--- config.mk ---
export PLATFORM = sky130hd
export DESIGN_NAME = control_unit
export DESIGN_NICKNAME = d
export VERILOG_FILES = /design/src/rtl/control_unit.sv
export SDC_FILE = /design/constraint.sdc
export NUM_CORES = 1
export LEC_CHECK = 0
export BUFFER_PORTS_ARGS = -buffer_cell sky130_fd_sc_hd__buf_4
export CORE_ASPECT_RATIO = 0.8
export CORE_MARGIN = 10
export CORE_UTILIZATION = 37
export CTS_CLUSTER_SIZE = 14
export DETAILED_ROUTE_END_ITERATION = 6
export PLACE_DENSITY = 0.85
export SYNTH_ARGS = -nofsm -noshare
export SYNTH_HDL_FRONTEND = slang
export SYNTH_SLANG_ARGS = --single-unit
--- constraint.sdc ---
create_clock -name clk -period 1.9 [get_ports clk]
set_clock_uncertainty 0.15 [all_clocks]
set_input_delay 0.19 -clock clk [delete_from_list [all_inputs] [get_ports clk]]
set_output_delay 0.19 -clock clk [all_outputs]
set_load 0.02 [all_outputs]
--- src/rtl/control_unit.sv ---
// Hardwired control sequencer: fetch T0..T2, execute T3..T7, plus RESET and HALT.
// Control outputs decode from the current state and the IR opcode field.
module control_unit #(
    parameter int ALU_W = 5
) (
    input  logic             clk,
    input  logic             clr,
    input  logic [31:0]      ir,
    output logic             Pout,
    output logic             MDROut,
    output logic             Cout,
    output logic             ZLOout,
    output logic             BAout,
    output logic             Rout,
    output logic             Pen,
    output logic             MARen,
    output logic             MDRen,
    output logic             IRen,
    output logic             Yen,
    output logic             Zen,
    output logic             Rin,
    output logic             Gra,
    output logic             Grb,
    output logic             Grc,
    output logic             Read,
    output logic             Write,
    output logic [ALU_W-1:0] alu_control,
    output logic             run
);

    typedef enum logic [3:0] {
        S_RESET, S_T0, S_T1, S_T2, S_T3, S_T4, S_T5, S_T6, S_T7, S_HALT
    } state_t;

    localparam logic [4:0] OP_LD   = 5'b00000;
    localparam logic [4:0] OP_LDI  = 5'b00001;
    localparam logic [4:0] OP_ST   = 5'b00010;
    localparam logic [4:0] OP_ADD  = 5'b00011;
    localparam logic [4:0] OP_SUB  = 5'b00100;
    localparam logic [4:0] OP_AND  = 5'b00101;
    localparam logic [4:0] OP_OR   = 5'b00110;
    localparam logic [4:0] OP_ADDI = 5'b01100;
    localparam logic [4:0] OP_HALT = 5'b11011;

    localparam logic [4:0] ALU_ADD  = 5'b00011;
    localparam logic [4:0] ALU_INC4 = 5'b01111;

    state_t      state;
    logic [4:0]  op;
    logic [26:0] unused_ir;
    logic        is_rtype, is_addi, is_ldi, is_ld, is_st, is_halt, is_mem;

    assign op        = ir[31:27];
    assign unused_ir = ir[26:0];

    assign is_rtype = (op == OP_ADD) || (op == OP_SUB) || (op == OP_AND) || (op == OP_OR);
    assign is_addi  = (op == OP_ADDI);
    assign is_ldi   = (op == OP_LDI);
    assign is_ld    = (op == OP_LD);
    assign is_st    = (op == OP_ST);
    assign is_halt  = (op == OP_HALT);
    assign is_mem   = is_ld || is_st;

    always_ff @(posedge clk) begin
        if (clr) begin
            state <= S_RESET;
        end else begin
            case (state)
                S_RESET: state <= S_T0;
                S_T0:    state <= S_T1;
                S_T1:    state <= S_T2;
                // Anything outside the defined set falls through as nop.
                S_T2: begin
                    if (is_halt)
                        state <= S_HALT;
                    else if (is_rtype || is_addi || is_ldi || is_mem)
                        state <= S_T3;
                    else
                        state <= S_T0;
                end
                S_T3:    state <= S_T4;
                S_T4:    state <= S_T5;
                S_T5:    state <= is_mem ? S_T6 : S_T0;
                S_T6:    state <= S_T7;
                S_T7:    state <= S_T0;
                S_HALT:  state <= S_HALT;
                default: state <= S_RESET;
            endcase
        end
    end

    always_comb begin
        Pout = 1'b0; MDROut = 1'b0; Cout = 1'b0; ZLOout = 1'b0; BAout = 1'b0; Rout = 1'b0;
        Pen = 1'b0; MARen = 1'b0; MDRen = 1'b0; IRen = 1'b0; Yen = 1'b0; Zen = 1'b0; Rin = 1'b0;
        Gra = 1'b0; Grb = 1'b0; Grc = 1'b0;
        Read = 1'b0; Write = 1'b0;
        alu_control = '0;
        run = 1'b0;
        case (state)
            S_T0: begin
                run = 1'b1; Pout = 1'b1; MARen = 1'b1; Zen = 1'b1;
                alu_control = ALU_W'(ALU_INC4);
            end
            S_T1: begin
                run = 1'b1; ZLOout = 1'b1; Pen = 1'b1; Read = 1'b1; MDRen = 1'b1;
            end
            S_T2: begin
                run = 1'b1; MDROut = 1'b1; IRen = 1'b1;
            end
            S_T3: begin
                run = 1'b1;
                if (is_rtype || is_addi) begin
                    Grb = 1'b1; Rout = 1'b1; Yen = 1'b1;
                end else if (is_ldi || is_mem) begin
                    Grb = 1'b1; BAout = 1'b1; Yen = 1'b1;
                end
            end
            S_T4: begin
                run = 1'b1;
                if (is_rtype) begin
                    Grc = 1'b1; Rout = 1'b1; Zen = 1'b1;
                    alu_control = ALU_W'(op);
                end else if (is_addi || is_ldi || is_mem) begin
                    Cout = 1'b1; Zen = 1'b1;
                    alu_control = ALU_W'(ALU_ADD);
                end
            end
            S_T5: begin
                run = 1'b1;
                if (is_mem) begin
                    ZLOout = 1'b1; MARen = 1'b1;
                end else if (is_rtype || is_addi || is_ldi) begin
                    ZLOout = 1'b1; Gra = 1'b1; Rin = 1'b1;
                end
            end
            S_T6: begin
                run = 1'b1;
                if (is_ld) begin
                    Read = 1'b1; MDRen = 1'b1;
                end else if (is_st) begin
                    Gra = 1'b1; Rout = 1'b1; MDRen = 1'b1;
                end
            end
            S_T7: begin
                run = 1'b1;
                if (is_ld) begin
                    MDROut = 1'b1; Gra = 1'b1; Rin = 1'b1;
                end else if (is_st) begin
                    Write = 1'b1;
                end
            end
            default: ;
        endcase
    end

endmodule

==> run_results.csv, run 1 <==
group,metric,value,unit
outcome,outcome,"finished clean",
grt,met3_usage,3.90,%
logic_synthesis,synth_edf_count,0,
floorplan,initial_core_util,39.6,%
critical_path,cp-start-kind,"input pin",
route,drc,0,
grt,first_global_vias,758,
route,first_pass_iters,4,
route,wirelength,2.39,mm
critical_path,crit_type,"in2out",
min_path,holdPathStages,6,
layout,nNetsFinal,169,
layout,layout-drive-gt1-share,46.6,%
power,p_int,0.291,mW
power,power_frac_clock,23.3,%
logic_synthesis,ys.flop_type,"dfxtp_1",
timing,rsz0062_at_grt,"yes",
grt,grt_overflow_total,0,
cts,cts.path.max_buffers,2,
cts,cts_buffers,3,
grt,antenna_found_initial,0,
route,vias,867,
critical_path,cp.required,1.56,ns
logic_synthesis,synth_nets,131,
layout,mostFrequentLayoutCells,"43 x buf_4, 7 x nand2_1, 6 x nor3_1",
placed_design,dp.final_hpwl,1.80,mm
critical_path,r2r_slack,0.44,ns
min_path,holdPathEnd,"state[1]",
layout,final_common_cell,"buf_4",
min_path,hold_start,"ir[30]",
power,power_density,499,nW/µm²
power,irDropWorstVdd,0.240,mV
power,swShare,43.4,%
power,p_leak,0.466,nW
layout,nFillCells,142,
logic_synthesis,yosysSeqAreaShare,12.3,%
logic_synthesis,ys_seq_elements,4,
timing,drv_slew,0,
floorplan,num_rows,13,
critical_path,reg2reg_depth,4,
cts,cts.sinks,4,
cts,clk_latency,0.25,ns
timing,max_freq,0.547,GHz
layout,regMostFlops,"state",
route,drtIter0Drc,47,
logic_synthesis,postSynthCellCount,97,
placed_design,place_congestion,0.879,
grt,grt_usage,11.3,%
floorplan,num_io_pins,58,
power,switchingPower,0.223,mW
critical_path,slowest_delay,0.56,ns
cts,path_clk_slew,0.04,ns
min_path,hp-class,"in2reg",
critical_path,crit_slowest_cell,"or4_4",
power,finalPower,0.514,mW
layout,largest_register_ffs,4,
timing,finalCritPeriodShare,96.2,%
logic_synthesis,syn_area,651,µm²
power,pwr-share-seq,20.2,%
critical_path,path_max_fanout,3,
grt,grt_max_degree,14,
logic_synthesis,synthArstFlopShare,0,%
grt,grt_pass1_wl,3.53,mm
grt,use_met1,14.0,%
timing,finalHoldViolCount,0,
critical_path,cp_common_cell,"buf_4",
power,power_frac_comb,56.5,%
placed_design,portBuffers,29,
floorplan,dieArea,3850,µm²
cts,clockRootBuffer,"clkbuf_4",
grt,use_met2,16.2,%
route,ant_nets,0,
critical_path,timing.rr.end,"state[2]",
critical_path,worstPathCellList,"buf_4 -> or4_4 -> nor4b_4 -> a41o_1 -> nand2b_1 -> buf_4",
logic_synthesis,ys_types,43,
grt,grt_busiest_layer,"met2",
critical_path,cp-end-kind,"primary output",
timing,setup_viol,0,
layout,syn_to_final_growth,58.1,%
critical_path,regToRegStartpoint,"state[1]",
critical_path,arrival,1.49,ns
floorplan,chipWidth,66.9,µm
route,routedWlPerCell,15.4,µm
floorplan,fp.dieH,57.5,µm
cts,cts_tree,"built",
logic_synthesis,syn_area_per_cell,6.71,µm²
route,vias_per_cell,5.59,
run,maxCapViolCount,0,
layout,num_antenna_cells,0,
layout,largestRegisters,"state (4)",
timing,min_period,1.83,ns
floorplan,coreArea,1640,µm²
cts,h-tree-depth,1,
logic_synthesis,yosys_warnings,0,
timing,holdWs,0.365,ns
-- worst max path at each step --
stage                   from  depth (start not counted)        endpoint
floorplan           state[1]                          5  alu_control[2]
global placement      ir[31]                          6             Gra
detailed placement    ir[31]                          6             Gra
CTS                 state[1]                          5             Gra
global route          ir[31]                          6             Gra
finish                ir[31]                          6             Gra
-- repair_timing --
item | 4_1_cts | 5_1_grt
setup buffers | 0 | 0
setup endpoints to repair | 3 | 7
hold buffers | 1 | 0
endpoints found under the hold margin | 1 | 0
pin swaps | 0 | 1
resized for setup | 4 | 6
-- power groups by stage --
stage | Combinational (mW) | Clock [mW] | Sequential [mW]
global placement | 0.275 | 0 | 0.102
global route | 0.312 | 0.124 | 0.105
CTS | 0.287 | 0.114 | 0.102
floorplan | 0.167 | 0 | 0.0976
finish | 0.290 | 0.119 | 0.104
detailed placement | 0.283 | 0 | 0.102
-- layout make-up --
type                       count  area [µm²]  share of cell area, %
inverter                       5        18.8                   1.82
timing repair buffer          44         333                   32.4
sequential                     4        83.8                   8.15
multi-input combinational     77         543                   52.8
clock buffer                   3        22.5                   2.19
tap                           22        27.5                   2.68
-- cells in the mapped netlist, types with 2 or more instances --
library cell,number,share of area (%)
xnor2_1,2,2.7
nor3b_1,2,2.3
o21ai_0,2,1.5
o21bai_1,2,2.3
clkbuf_1,5,2.9
a211oi_1,2,2.3
inv_1,5,2.9
buf_4,2,2.3
dfxtp_1,4,12
o22ai_1,2,1.9
o31ai_1,2,2.3
and3_1,2,1.9
nand2b_1,5,4.8
nand2_1,7,4.0
nand3_1,3,2.3
nor4_1,3,2.9
o21ai_1,2,1.5
nor3_1,6,4.6
or2_1,2,1.9
buf_2,3,2.3
nor2_1,7,4.0
nor4b_1,2,2.7
a21oi_1,5,3.8
-- through the flow --
step	util [%]	area, µm²	instances	setup WS, ns	setup TNS [ns]
floorplan	-	666	97	0.00632	0
global placement	58.6	963	151	0.0445	0
detailed placement	58.6	963	151	0.0496	0
CTS	61.5	1010	155	0.00522	0
global route	62.6	1030	155	-0.00556	-0.00556
finish	62.6	1030	155	0.0723	0
-- cells by family after synthesis --
logic type,count (synthesis),synth area share [%]
AND/OR/NAND/NOR,47,43.1
XOR/XNOR,2,2.69
other,1,0.576
buffers and inverters,16,11.0
multiplexers,1,1.73
flip-flops,4,12.3
adder cells (fa/ha/maj),1,1.54
AO/OA/AOI/OAI,25,27.1
-- worst max-delay path: cells and delay by family --
| kind | cells | cell delay (ns) |
|---|---|---|
| compound gates | 1 | 0.14 |
| buf+inv | 2 | 0.25 |
| simple gates | 3 | 0.90 |
-- metal layers --
layer | routed length [µm] | share of wire [%]
met5 | 0 | 0
met4 | 60 | 2.5
met3 | 278 | 12
met2 | 1020 | 43
met1 | 1030 | 43
Note: power is estimated with default switching activity, not from simulation.
==> inputs of run 2 (changes only) <==
--- a/config.mk
+++ b/config.mk
@@ -8,10 +8,11 @@
 export BUFFER_PORTS_ARGS = -buffer_cell sky130_fd_sc_hd__buf_4
 export CORE_ASPECT_RATIO = 0.8
 export CORE_MARGIN = 10
-export CORE_UTILIZATION = 37
+export CORE_UTILIZATION = 33
+export CTS_CLUSTER_DIAMETER = 200
 export CTS_CLUSTER_SIZE = 14
 export DETAILED_ROUTE_END_ITERATION = 6
-export PLACE_DENSITY = 0.85
+export PLACE_DENSITY = 0.81
 export SYNTH_ARGS = -nofsm -noshare
 export SYNTH_HDL_FRONTEND = slang
 export SYNTH_SLANG_ARGS = --single-unit
==> constraint.sdc (replaced) <==
create_clock -name clk -period 1.6 [get_ports clk]
set_clock_uncertainty 0.15 [all_clocks]
set_input_delay 0.16 -clock clk [delete_from_list [all_inputs] [get_ports clk]]
set_output_delay 0.16 -clock clk [all_outputs]
set_load 0.02 [all_outputs]
==> run 2 against run 1 <==
The flow now finishes with violations (negative setup slack); setup slack worse by 0.25 ns; count of clock-buffer cells in the layout did not move; register-to-register slack got worse by 0.38 ns; final area grew 49%; critical path depth unchanged; sequential share of layout area is 1.9 points lower; first-iteration DRC count is 28% higher; non-clock buffer count increased by 24; global-route usage is 3.0 points higher; core utilization is 19 points higher; power grew 50%; largest cell class unchanged; largest power group unchanged.
==> run_results.csv, run 2 (synthesized netlist as in run 1, its figures left out) <==
group,metric,value,unit
outcome,outcome,"finished with violations",
outcome,violations,"negative setup slack",
grt,grt_overflow_total,0,
layout,mostFrequentLayoutCells,"43 x buf_4, 23 x buf_6",
cts,h-tree-depth,1,
power,irDropWorstVdd,0.490,mV
cts,clk_latency,0.24,ns
critical_path,slowest_delay,0.36,ns
cts,path_clk_slew,0.04,ns
critical_path,path_max_fanout,8,
timing,finalCritPeriodShare,111,%
critical_path,cp_common_cell,"buf_6",
timing,min_period,1.78,ns
grt,grt_usage,14.3,%
route,drc,0,
critical_path,crit_type,"reg2out",
route,vias_per_cell,5.95,
floorplan,num_io_pins,58,
critical_path,cp.required,1.29,ns
layout,num_antenna_cells,0,
placed_design,place_area,1120,µm²
grt,first_global_vias,972,
critical_path,crit_path_start,"state[3]",
grt,antenna_found_initial,0,
floorplan,coreArea,1870,µm²
grt,grt_pass1_wl,4.98,mm
layout,nNetsFinal,193,
route,routedWlPerCell,20.1,µm
cts,clockRootBuffer,"clkbuf_4",
run,maxCapViolCount,0,
placed_design,post-place-ws,-0.209,ns
critical_path,cp-start-kind,"register",
critical_path,cp_num_buf_inv,3,
critical_path,regToRegStartpoint,"state[0]",
placed_design,portBuffers,29,
cts,cts_tree,"built",
timing,setup_viol,19,
timing,drv_slew,0,
layout,syn_to_final_growth,135,%
layout,layout-drive-gt1-share,72.6,%
floorplan,chipWidth,69.6,µm
min_path,hp-class,"in2reg",
power,power_density,505,nW/µm²
layout,largest_register_ffs,4,
placed_design,dp.final_hpwl,2.19,mm
floorplan,num_rows,14,
layout,final_common_cell,"buf_4",
floorplan,initial_core_util,34.7,%
timing,finalHoldViolCount,0,
floorplan,fp.dieH,59.7,µm
layout,fin_area,1530,µm²
layout,largestRegisters,"state (4)",
timing,fin_setup_tns,-1.71,ns
layout,final_cells,181,
placed_design,dp.cells,169,
power,p_leak,0.670,nW
placed_design,place_congestion,0.918,
grt,grt_max_degree,12,
critical_path,worstPathCellList,"buf_6 -> inv_4 -> nand3_4 -> nor4_4 -> a21o_1 -> buf_6",
critical_path,cp_top_family,"simple AND/OR/NAND/NOR gates",
timing,rsz0062_at_grt,"yes",
cts,cts_buffers,3,
route,vias,1077,
layout,regMostFlops,"state",
route,drtIter0Drc,60,
critical_path,arrival,1.47,ns
route,wirelength,3.63,mm
critical_path,cp-end-kind,"primary output",
route,ant_nets,0,
min_path,hold_start,"ir[31]",
critical_path,crit_slowest_cell,"dfxtp_4",
floorplan,dieArea,4160,µm²
route,first_pass_iters,4,
timing,max_freq,0.562,GHz
cts,cts.sinks,4,
timing,fin_ws,-0.179,ns
cts,cts.path.max_buffers,2,
-- run 2: worst paths after layout --
| check | end | slack [ns] | cells past startpoint |
|---|---|---|---|
| hold / removal | state[1] | 0.39 | 6 |
| setup reg to reg | state[2] | 0.06 | 6 |
| hold reg to reg | state[2] | 0.47 | 2 |
| setup / recovery | alu_control[2] | -0.18 | 6 |
-- run 2: layout make-up --
cell class | count | area (µm²)
multi-input combinational | 77 | 753
timing repair buffer | 68 | 607
fill | 109 | 345
clock buffer | 3 | 22.5
inverter | 5 | 21.3
sequential | 4 | 95.1
tap | 24 | 30.0
-- run 2: what timing repair did --
action | in CTS | in global routing
pin swaps | 12 | 15
hold buffers | 1 | 0
buffers inserted | 2 | 7
gates resized for setup | 48 | 29
endpoints found under the hold margin | 3 | 0
endpoints found under the setup margin | 22 | 22
-- run 2: report_power, final --
group          internal [mW]  switching, mW  leakage (nW)  total, mW
combinational          0.243          0.272         0.621      0.514
sequential             0.106         0.0142        0.0355      0.120
clock                 0.0848         0.0536        0.0138      0.138
total                  0.433          0.339         0.670      0.773
-- run 2: metal layers --
metal / vias up / share of wire, % / track usage, %
li1: 483 / - / -
met2: 74 / 51 / 25.3
met4: 0 / 5.1 / 5.90
met3: 16 / 7.3 / 2.48
met1: 504 / 37 / 17.1
met5: - / 0 / 0
-- run 2: worst reg2reg max path: cells and delay by family, from the launching register on --
family	cells	cell delay [ns]
AO/OA/AOI/OAI	2	0.37
buffers and inverters	2	0.28
flip-flops	1	0.34
AND/OR/NAND/NOR	2	0.28
-- run 2: through the flow --
step | utilization (%) | total power, mW | hold WS [ns]
floorplan | - | 0.321 | 0.0789
detailed placement | 59.6 | 0.496 | 0.226
CTS | 72.1 | 0.692 | 0.327
global route | 81.6 | 0.813 | 0.429
global placement | 59.6 | 0.486 | 0.220
finish | 81.6 | 0.773 | 0.388
==> inputs of run 3 (changes only) <==
==> constraint.sdc (replaced) <==
create_clock -name clk -period 1.6 [get_ports clk]
set_clock_uncertainty 0.15 [all_clocks]
set_input_delay 0.16 -clock clk [delete_from_list [all_inputs] [get_ports clk]]
set_output_delay 0.16 -clock clk [all_outputs]
set_load 0.005 [all_outputs]
==> run 3 against run 2 <==
The run still ends with negative setup slack left; first-iteration DRC count increased by 23%; critical endpoint is now Gra; highest routed layer unchanged; largest cell class unchanged; via count fell by 9.0%; sequential power barely moved.
==> run_results.csv, run 3 (synthesized netlist as in run 1, its figures left out) <==
group,metric,value,unit
outcome,outcome,"finished with violations",
outcome,violations,"negative setup slack",
timing,max_freq,0.573,GHz
layout,area.sequential,92.6,µm²
critical_path,path_max_fanout,3,
layout,syn_to_final_growth,120,%
cts,h-tree-depth,1,
cts,clockRootBuffer,"clkbuf_4",
critical_path,arrival,1.44,ns
cts,cts_buffers,3,
placed_design,portBuffers,29,
critical_path,slowest_delay,0.57,ns
grt,antenna_found_initial,0,
power,irDropWorstVdd,0.271,mV
power,pwr-share-seq,18.6,%
power,p_int,0.414,mW
critical_path,cp_common_cell,"buf_6",
grt,first_global_vias,978,
route,vias,980,
floorplan,fp.dieH,59.7,µm
grt,grt_usage,14.3,%
timing,drv_slew,0,
critical_path,r2r_slack,0.07,ns
grt,grt_pass1_wl,5.01,mm
route,drc,0,
route,routedWlPerCell,17.9,µm
floorplan,dieArea,4160,µm²
layout,layout-drive-gt1-share,65.1,%
critical_path,worstPathCellList,"buf_6 -> or4_4 -> nor4b_4 -> a41o_1 -> nand2b_4 -> buf_6",
run,maxCapViolCount,0,
floorplan,chipWidth,69.6,µm
placed_design,dp.final_hpwl,1.93,mm
floorplan,coreArea,1870,µm²
placed_design,dp.cells,161,
timing,fin_ws,-0.146,ns
timing,min_period,1.75,ns
layout,fin_area,1430,µm²
critical_path,cp_num_buf_inv,2,
placed_design,place_area,1010,µm²
cts,cts.sinks,4,
layout,nFillCells,126,
critical_path,cp_top_family,"simple AND/OR/NAND/NOR gates",
power,switchingPower,0.250,mW
power,power_frac_comb,61.8,%
grt,grt_max_degree,13,
critical_path,crit_slowest_cell,"or4_4",
layout,largest_register_ffs,4,
floorplan,num_io_pins,58,
route,vias_per_cell,5.57,
layout,num_antenna_cells,0,
cts,path_clk_slew,0.03,ns
route,wirelength,3.15,mm
power,power_density,464,nW/µm²
timing,holdWs,0.418,ns
power,swShare,37.6,%
power,p_leak,0.623,nW
cts,clk_latency,0.24,ns
critical_path,crit_type,"in2out",
layout,nNetsFinal,188,
floorplan,num_rows,14,
timing,finalCritPeriodShare,109,%
route,ant_nets,0,
route,drtIter0Drc,74,
layout,final_common_cell,"buf_4",
grt,grt_overflow_total,0,
placed_design,place_congestion,0.894,
cts,cts.path.max_buffers,2,
min_path,hp-class,"in2reg",
power,power_frac_clock,19.7,%
layout,largestRegisters,"state (4)",
layout,final_cells,176,
timing,finalHoldViolCount,0,
critical_path,cp-start-kind,"input pin",
timing,setup_viol,9,
timing,rsz0062_at_grt,"yes",
floorplan,initial_core_util,34.7,%
critical_path,cp.required,1.29,ns
route,first_pass_iters,4,
layout,multi_input_area,704,µm²
critical_path,cp-end-kind,"primary output",
layout,regMostFlops,"state",
cts,cts_tree,"built",
layout,mostFrequentLayoutCells,"50 x buf_4, 7 x buf_6, 5 x inv_1, 5 x nand2_1",
-- run 3: what timing repair did --
action,4_1_cts,5_1_grt
gates resized for setup,33,29
hold buffers,1,0
endpoints found under the setup margin,20,23
endpoints found under the hold margin,3,0
setup buffers,3,7
cloned,0,1
pin swaps,8,10
-- run 3: final timing paths --
path	start	endpoint	depth (start not counted)
worst max-delay path	ir[31]	Gra	6
worst min-delay path	ir[31]	state[1]	6
worst max register to register	state[1]	state[2]	7
worst min register to register	state[3]	state[2]	2
-- run 3: metal layers --
| metal | part of all wire (%) | wire length, µm | track usage, % | vias to the layer above |
|---|---|---|---|---|
| li1 | - | - | - | 473 |
| met1 | 41 | 1280 | 18.0 | 438 |
| met3 | 8.9 | 280 | 3.48 | 4 |
| met5 | 0 | 0 | 0 | - |
| met2 | 49 | 1550 | 23.7 | 65 |
| met4 | 1.2 | 38 | 4.49 | 0 |
-- run 3: area by class of cell --
| class | instances | share of cell area (%) |
|---|---|---|
| Clock buffer | 3 | 1.57 |
| Sequential cell | 4 | 6.46 |
| Inverter | 5 | 1.31 |
| Timing Repair Buffer | 63 | 39.4 |
| Multi-Input combinational cell | 77 | 49.2 |
| Tap cell | 24 | 2.10 |
-- run 3: power groups by stage --
stage	Clock [mW]	Sequential [mW]	Combinational, mW
2_1_floorplan	0	0.116	0.138
3_3_place_gp	0	0.118	0.290
3_5_place_dp	0	0.118	0.299
4_1_cts	0.129	0.122	0.340
5_1_grt	0.135	0.124	0.444
6_report	0.131	0.123	0.410
-- run 3: worst register-to-register path: cells and delay by family (launching register included) --
| kind | cells | cell delay, ns |
|---|---|---|
| AO/OA/AOI/OAI | 2 | 0.33 |
| AND/OR/NAND/NOR | 1 | 0.12 |
| flip-flops | 1 | 0.37 |
| buffers and inverters | 4 | 0.47 |
-- run 3: stage by stage --
stage	power, mW	setup WS [ns]	setup TNS, ns	utilization (%)
final	0.664	-0.146	-0.587	76.4
after global routing	0.704	-0.205	-1.59	76.4
after CTS	0.590	-0.190	-0.643	64.8
after detailed placement	0.417	-0.166	-0.939	53.9
after global placement	0.408	-0.118	-0.522	53.9
after floorplan	0.254	0.0615	0	-
